[config.mk]
export PLATFORM = sky130hd
export DESIGN_NAME = video_src_switch_axi4s
export DESIGN_NICKNAME = d
export VERILOG_FILES = /design/src/rtl/video_src_switch_axi4s_pkg.sv /design/src/rtl/video_src_switch_axi4s_output_reg.sv /design/src/rtl/video_src_switch_axi4s.sv
export SDC_FILE = /design/constraint.sdc
export NUM_CORES = 1
export LEC_CHECK = 0
export BUFFER_PORTS_ARGS = -buffer_cell sky130_fd_sc_hd__buf_2
export CAP_MARGIN = 30
export CORE_MARGIN = 2
export CORE_UTILIZATION = 49
export DETAILED_ROUTE_END_ITERATION = 8
export PLACE_DENSITY_LB_ADDON = 0.05
export SYNTH_ARGS = -nofsm -noshare
export SYNTH_HDL_FRONTEND = slang
export SYNTH_SLANG_ARGS = --single-unit
[constraint.sdc]
create_clock -name aclk -period 4.73 [get_ports aclk]
set_clock_uncertainty 0.15 [all_clocks]
set_input_delay 0 -clock aclk [delete_from_list [all_inputs] [get_ports aclk]]
set_output_delay 0 -clock aclk [all_outputs]
set_load 0.005 [all_outputs]
[src/rtl/video_src_switch_axi4s_pkg.sv]
// Shared AXI4-Stream video definitions: frame-scheduler state encoding and tuser field layout.
package video_src_switch_axi4s_pkg;

  typedef enum logic {
    ST_SYNC = 1'b0,
    ST_PASS = 1'b1
  } sched_state_t;

  localparam int TUSER_WIDTH   = 1;
  localparam int TUSER_SOF_BIT = 0;

  function automatic logic is_sof(input logic [TUSER_WIDTH-1:0] tuser);
    return tuser[TUSER_SOF_BIT];
  endfunction

endpackage

[src/rtl/video_src_switch_axi4s_output_reg.sv]
// Forward-registered AXI4-Stream stage; the register loads whenever it is empty or being drained.
module axi4s_output_reg
  import video_src_switch_axi4s_pkg::*;
#(
  parameter int TUSER_W = TUSER_WIDTH,
  parameter int TDATA_W = 32
) (
  input  logic               aclk,
  input  logic               areset,
  input  logic               s_tvalid,
  input  logic [TUSER_W-1:0] s_tuser,
  input  logic               s_tlast,
  input  logic [TDATA_W-1:0] s_tdata,
  output logic               cke,
  output logic               m_tvalid,
  output logic [TUSER_W-1:0] m_tuser,
  output logic               m_tlast,
  output logic [TDATA_W-1:0] m_tdata,
  input  logic               m_tready
);

  assign cke = !m_tvalid || m_tready;

  always_ff @(posedge aclk) begin
    if (areset) begin
      m_tvalid <= 1'b0;
      m_tuser  <= '0;
      m_tlast  <= 1'b0;
      m_tdata  <= '0;
    end else if (cke) begin
      m_tvalid <= s_tvalid;
      // Payload only moves with a real beat so idle output stays quiet.
      if (s_tvalid) begin
        m_tuser <= s_tuser;
        m_tlast <= s_tlast;
        m_tdata <= s_tdata;
      end
    end
  end

endmodule

[src/rtl/video_src_switch_axi4s.sv]
// Frame-aligned 2:1 AXI4-Stream video source scheduler; source changes only take effect at SOF.
// state   | meaning
// ST_SYNC | hunting SOF on cur_src; non-SOF beats of cur_src are discarded
// ST_PASS | forwarding cur_src; a pending sel change is taken at its next SOF
module video_src_switch_axi4s
  import video_src_switch_axi4s_pkg::*;
#(
  parameter int AXI4S_DATA_WIDTH = 32,
  parameter bit IDLE_DRAIN       = 1'b1,
  parameter int FRAME_CNT_WIDTH  = 16
) (
  input  logic                        aclk,
  input  logic                        areset,
  input  logic                        sel,
  output logic                        cur_src,
  output logic                        locked,
  output logic [FRAME_CNT_WIDTH-1:0]  frame_count,
  input  logic                        s0_axi4s_tuser,
  input  logic                        s0_axi4s_tlast,
  input  logic [AXI4S_DATA_WIDTH-1:0] s0_axi4s_tdata,
  input  logic                        s0_axi4s_tvalid,
  output logic                        s0_axi4s_tready,
  input  logic                        s1_axi4s_tuser,
  input  logic                        s1_axi4s_tlast,
  input  logic [AXI4S_DATA_WIDTH-1:0] s1_axi4s_tdata,
  input  logic                        s1_axi4s_tvalid,
  output logic                        s1_axi4s_tready,
  output logic                        m_axi4s_tuser,
  output logic                        m_axi4s_tlast,
  output logic [AXI4S_DATA_WIDTH-1:0] m_axi4s_tdata,
  output logic                        m_axi4s_tvalid,
  input  logic                        m_axi4s_tready
);

  sched_state_t                state, state_nxt;
  logic                        cur_src_nxt;
  logic                        head_tvalid, head_tuser, head_tlast, head_tready;
  logic [AXI4S_DATA_WIDTH-1:0] head_tdata;
  logic                        fwd, cke;

  always_comb begin
    if (cur_src) begin
      head_tvalid = s1_axi4s_tvalid;
      head_tuser  = s1_axi4s_tuser;
      head_tlast  = s1_axi4s_tlast;
      head_tdata  = s1_axi4s_tdata;
    end else begin
      head_tvalid = s0_axi4s_tvalid;
      head_tuser  = s0_axi4s_tuser;
      head_tlast  = s0_axi4s_tlast;
      head_tdata  = s0_axi4s_tdata;
    end
  end

  always_ff @(posedge aclk) begin
    if (areset) begin
      state       <= ST_SYNC;
      cur_src     <= 1'b0;
      frame_count <= '0;
    end else begin
      state   <= state_nxt;
      cur_src <= cur_src_nxt;
      if (fwd && is_sof(head_tuser))
        frame_count <= frame_count + FRAME_CNT_WIDTH'(1);
    end
  end

  always_comb begin
    state_nxt   = state;
    cur_src_nxt = cur_src;
    head_tready = 1'b0;
    fwd         = 1'b0;
    case (state)
      ST_SYNC: begin
        if (sel != cur_src) begin
          cur_src_nxt = sel;
        end else if (!is_sof(head_tuser)) begin
          head_tready = 1'b1;
        end else begin
          head_tready = cke;
          if (head_tvalid && cke) begin
            fwd       = 1'b1;
            state_nxt = ST_PASS;
          end
        end
      end
      ST_PASS: begin
        // The SOF that triggers a switch stays in the old source, unconsumed.
        if (head_tvalid && is_sof(head_tuser) && (sel != cur_src)) begin
          cur_src_nxt = sel;
          state_nxt   = ST_SYNC;
        end else begin
          head_tready = cke;
          fwd         = head_tvalid && cke;
        end
      end
      default: state_nxt = ST_SYNC;
    endcase
  end

  assign s0_axi4s_tready = cur_src ? IDLE_DRAIN : head_tready;
  assign s1_axi4s_tready = cur_src ? head_tready : IDLE_DRAIN;
  assign locked          = (state == ST_PASS);

  axi4s_output_reg #(
    .TUSER_W (1),
    .TDATA_W (AXI4S_DATA_WIDTH)
  ) u_out (
    .aclk     (aclk),
    .areset   (areset),
    .s_tvalid (fwd),
    .s_tuser  (head_tuser),
    .s_tlast  (head_tlast),
    .s_tdata  (head_tdata),
    .cke      (cke),
    .m_tvalid (m_axi4s_tvalid),
    .m_tuser  (m_axi4s_tuser),
    .m_tlast  (m_axi4s_tlast),
    .m_tdata  (m_axi4s_tdata),
    .m_tready (m_axi4s_tready)
  );

endmodule

==> impl_metrics.ini <==
[final_layout]
layout_common_cells = sky130_fd_sc_hd__buf_2 (128), sky130_fd_sc_hd__dlygate4sd3_1 (69), sky130_fd_sc_hd__nor2_1 (56)
syn2layout_area_growth_pct = 55.0
drive_gt1_share_pct = 33.2
multiInputGateArea_mm2 = 0.00136
final_common_cell = sky130_fd_sc_hd__buf_2
layout.filler_cells = 345
insertedDiodeCount = 0
stdcell_count = 528
nets = 532
post-route-cell-area_mm2 = 0.00397
area.sequential_mm2 = 0.00106

[clock_network]
tritoncts_clock_tree = yes
clock_tree.htree_level_count = 2
post-cts-setup-buffer-count = 0
cts_resized = 0
clock-root-buffer = sky130_fd_sc_hd__clkbuf_8
worst_skew_pair.late_latency_ns = 0.31
sink_count_of_the_clock_tree = 53
ctsLongestPathBuffers = 2
clk_pin_slew_worst_paths_ns = 0.10
cts_made_buffers = 5

[die]
placement_rows = 26
core-area_mm2 = 0.00507
die-area_mm2 = 0.00582
chipWidth_um = 76.3
die_h_um = 76.3
starting_density_pct = 50.4
ioPinCount = 129

[synth]
synth.cell_area_mm2 = 0.00256
average_cell_area_after_synthesis_um2 = 9.41
synth_seq_cells = 53
synthMuxAreaShare_pct = 14.2
synth_edf_count = 0
mappedNetlistNets = 347
synth_fa_ha_area_share_pct = 0.489
compound_gate_fraction_of_synth_area_pct = 18.8
postSynth.asyncResetShare_pct = 0
post_synth_xor_area_fraction_pct = 4.45
synth_top_family_by_area = compound AO/OA/AOI/OAI gates
post_synth_num_cell_types = 36
synth-seq-area-share_pct = 41.4
simple_gate_share_of_the_synthesized_area_pct = 15.2
ys.flop_type = sky130_fd_sc_hd__dfxtp_1
synthesis.instances = 272
yosys_warnings = 0

[timing]
worstMarginPinSlew_ns = 0.985
min_period_over_period_pct = 52.4
finalCriticalPeriod_ns = 2.48
fmax_ghz = 0.404
rsz0062_at_grt = no
timing.slew.headroom_pct = 34.3
final_max_slew_viol_count = 0
setup-violations-final = 0
timing_hold_violations_final = 0
setup_tns_ns = 0

[power]
max-vdd-ir-drop_uv = 201
p_sw_mw = 0.334
power_report.internal_total_mw = 0.755
power.density_cell_area_mw_per_mm2 = 275
netSwitchingFraction_pct = 30.6
leakage_nw = 1.74
sequentialPowerShare_pct = 47.5
power_frac_comb_pct = 29.0
power.share.clock_pct = 23.5

[worst_hold_path]
min_path_type = in2reg
startpoint_of_the_worst_hold_path = s0_axi4s_tvalid

[global_route]
initial_antenna_violation_count = 0
first_global_vias = 2806
globalRoute.totalOverflow = 0
pin_count_of_the_biggest_net_entering_global_routing = 62
grt_pass1_wl_um = 13100
global_route.usage.total_pct = 28.0

[critical_path]
crit_arrival_ns = 2.50
cpMaxStageDelayCell = sky130_fd_sc_hd__dlygate4sd3_1
timing.critical_path.cells = buf_4 > o211ai_1 > a32oi_1 > dlygate4sd3_1 > nor2_1
critPathCaptureType = flip-flop
timing.setup.critical_path_class = reg2reg
worstSetupStartpoint = cur_src
cp_max_fo = 35
cp_data_required_time_ns = 4.75
rr_startpoint = cur_src
cp_num_buf_inv = 2
max_stage_delay_ns = 0.60
crit_family = buffers and inverters
start_kind = flip-flop

[job]
maxCapViolCount = 0

[routing]
ant_nets = 0
drt_pre_antenna_iters = 4
drc_errors = 0
route.final.wire_length_um = 7910
avgViaCountPerCell = 5.20
dr_vias = 2747
wl_per_cell_um = 15.0
drt_iter0_drc = 97

[place]
detailed_place.area_mm2 = 0.00319
cells_after_dpl = 451
place_congestion = 0.796
port_buffers = 128
hpwlAfterDp_um = 4440

[outcome]
outcome = complete, no violations
[power by group through the flow]
stage / clock, mW / sequential, mW / combinational, mW
CTS: 0.260 / 0.515 / 0.301
global route: 0.277 / 0.523 / 0.344
finish: 0.256 / 0.518 / 0.316
detailed placement: 0 / 0.525 / 0.242
floorplan: 0 / 0.523 / 0.154
global placement: 0 / 0.525 / 0.236
[cell families after synthesis]
kind of cell | count (synthesis)
AND/OR/NAND/NOR | 80
adder cells (fa/ha/maj) | 1
buffers and inverters | 26
multiplexers | 36
XOR/XNOR | 13
AO/OA/AOI/OAI | 63
flip-flops | 53
[synth_stat cells, types with 4 or more instances]
library cell	count	area share (%)
sky130_fd_sc_hd__nor2_1	56	8.2
sky130_fd_sc_hd__buf_2	5	0.98
sky130_fd_sc_hd__nand3_1	5	0.98
sky130_fd_sc_hd__nand2_1	9	1.3
sky130_fd_sc_hd__buf_6	4	1.8
sky130_fd_sc_hd__a211oi_1	30	8.8
sky130_fd_sc_hd__a211oi_2	4	2.0
sky130_fd_sc_hd__xor2_1	11	3.8
sky130_fd_sc_hd__a21oi_1	5	0.98
sky130_fd_sc_hd__o2111ai_1	4	1.4
sky130_fd_sc_hd__dfxtp_1	53	41
sky130_fd_sc_hd__inv_1	4	0.59
sky130_fd_sc_hd__o211ai_1	6	1.8
sky130_fd_sc_hd__mux2i_1	35	14
sky130_fd_sc_hd__clkbuf_1	10	1.5
[final cells by class]
type                    count  share of cell area, %
clock buffers               5                   1.73
well taps                  70                   2.21
clock inverters             3                  0.442
multi-input cells         193                   34.3
repair buffers            200                   34.1
inverters                   4                  0.378
flip-flops and latches     53                   26.8
[path summary, 6_finish.rpt]
kind                                 endpoint  slack (ns)  depth (start not counted)
worst max-delay path                  cur_src        2.25                          5
worst min-delay path                   locked        0.04                          4
worst max register to register        cur_src        2.25                          5
worst min register to register  u_out.m_tuser        0.34                          2
[state kept, by name (all words and copies together), names as in the netlist]
name            cells
u_out.m_tdata      32
frame_count        16
cur_src             1
locked              1
u_out.m_tlast       1
u_out.m_tuser       1
u_out.m_tvalid      1
[what timing repair did]
item / 4_1_cts / 5_1_grt
hold endpoints to repair: 35 / 0
hold buffers: 69 / 0
endpoints found under the setup margin: 0 / 0
[worst register-to-register path, cell delays in order, from the launching register on]
cell	delay, ns
sky130_fd_sc_hd__dfxtp_2	0.53
sky130_fd_sc_hd__buf_4	0.52
sky130_fd_sc_hd__o211ai_1	0.26
sky130_fd_sc_hd__a32oi_1	0.23
sky130_fd_sc_hd__dlygate4sd3_1	0.60
sky130_fd_sc_hd__nor2_1	0.04
[layer usage]
layer | vias up | GRT usage [%] | wire [µm] | part of all wire, %
li1 | 1348 | - | - | -
met1 | 1280 | 29.4 | 3100 | 39
met2 | 98 | 52.1 | 4150 | 52
met3 | 21 | 7.23 | 444 | 5.6
met4 | 0 | 12.4 | 216 | 2.7
met5 | - | 0 | 0 | 0
[per-stage QoR]
step | power (mW) | util (%) | setup slack (ns) | hold WS, ns
CTS | 1.08 | 78.2 | 2.29 | 0.0319
global placement | 0.760 | 62.9 | 2.52 | 0.195
global route | 1.14 | 78.2 | 2.07 | 0.0597
detailed placement | 0.766 | 62.9 | 2.44 | 0.199
finish | 1.09 | 78.2 | 2.25 | 0.0449
floorplan | 0.677 | - | 2.90 | -0.0183
No activity file was read; power rests on OpenSTA's default activity.
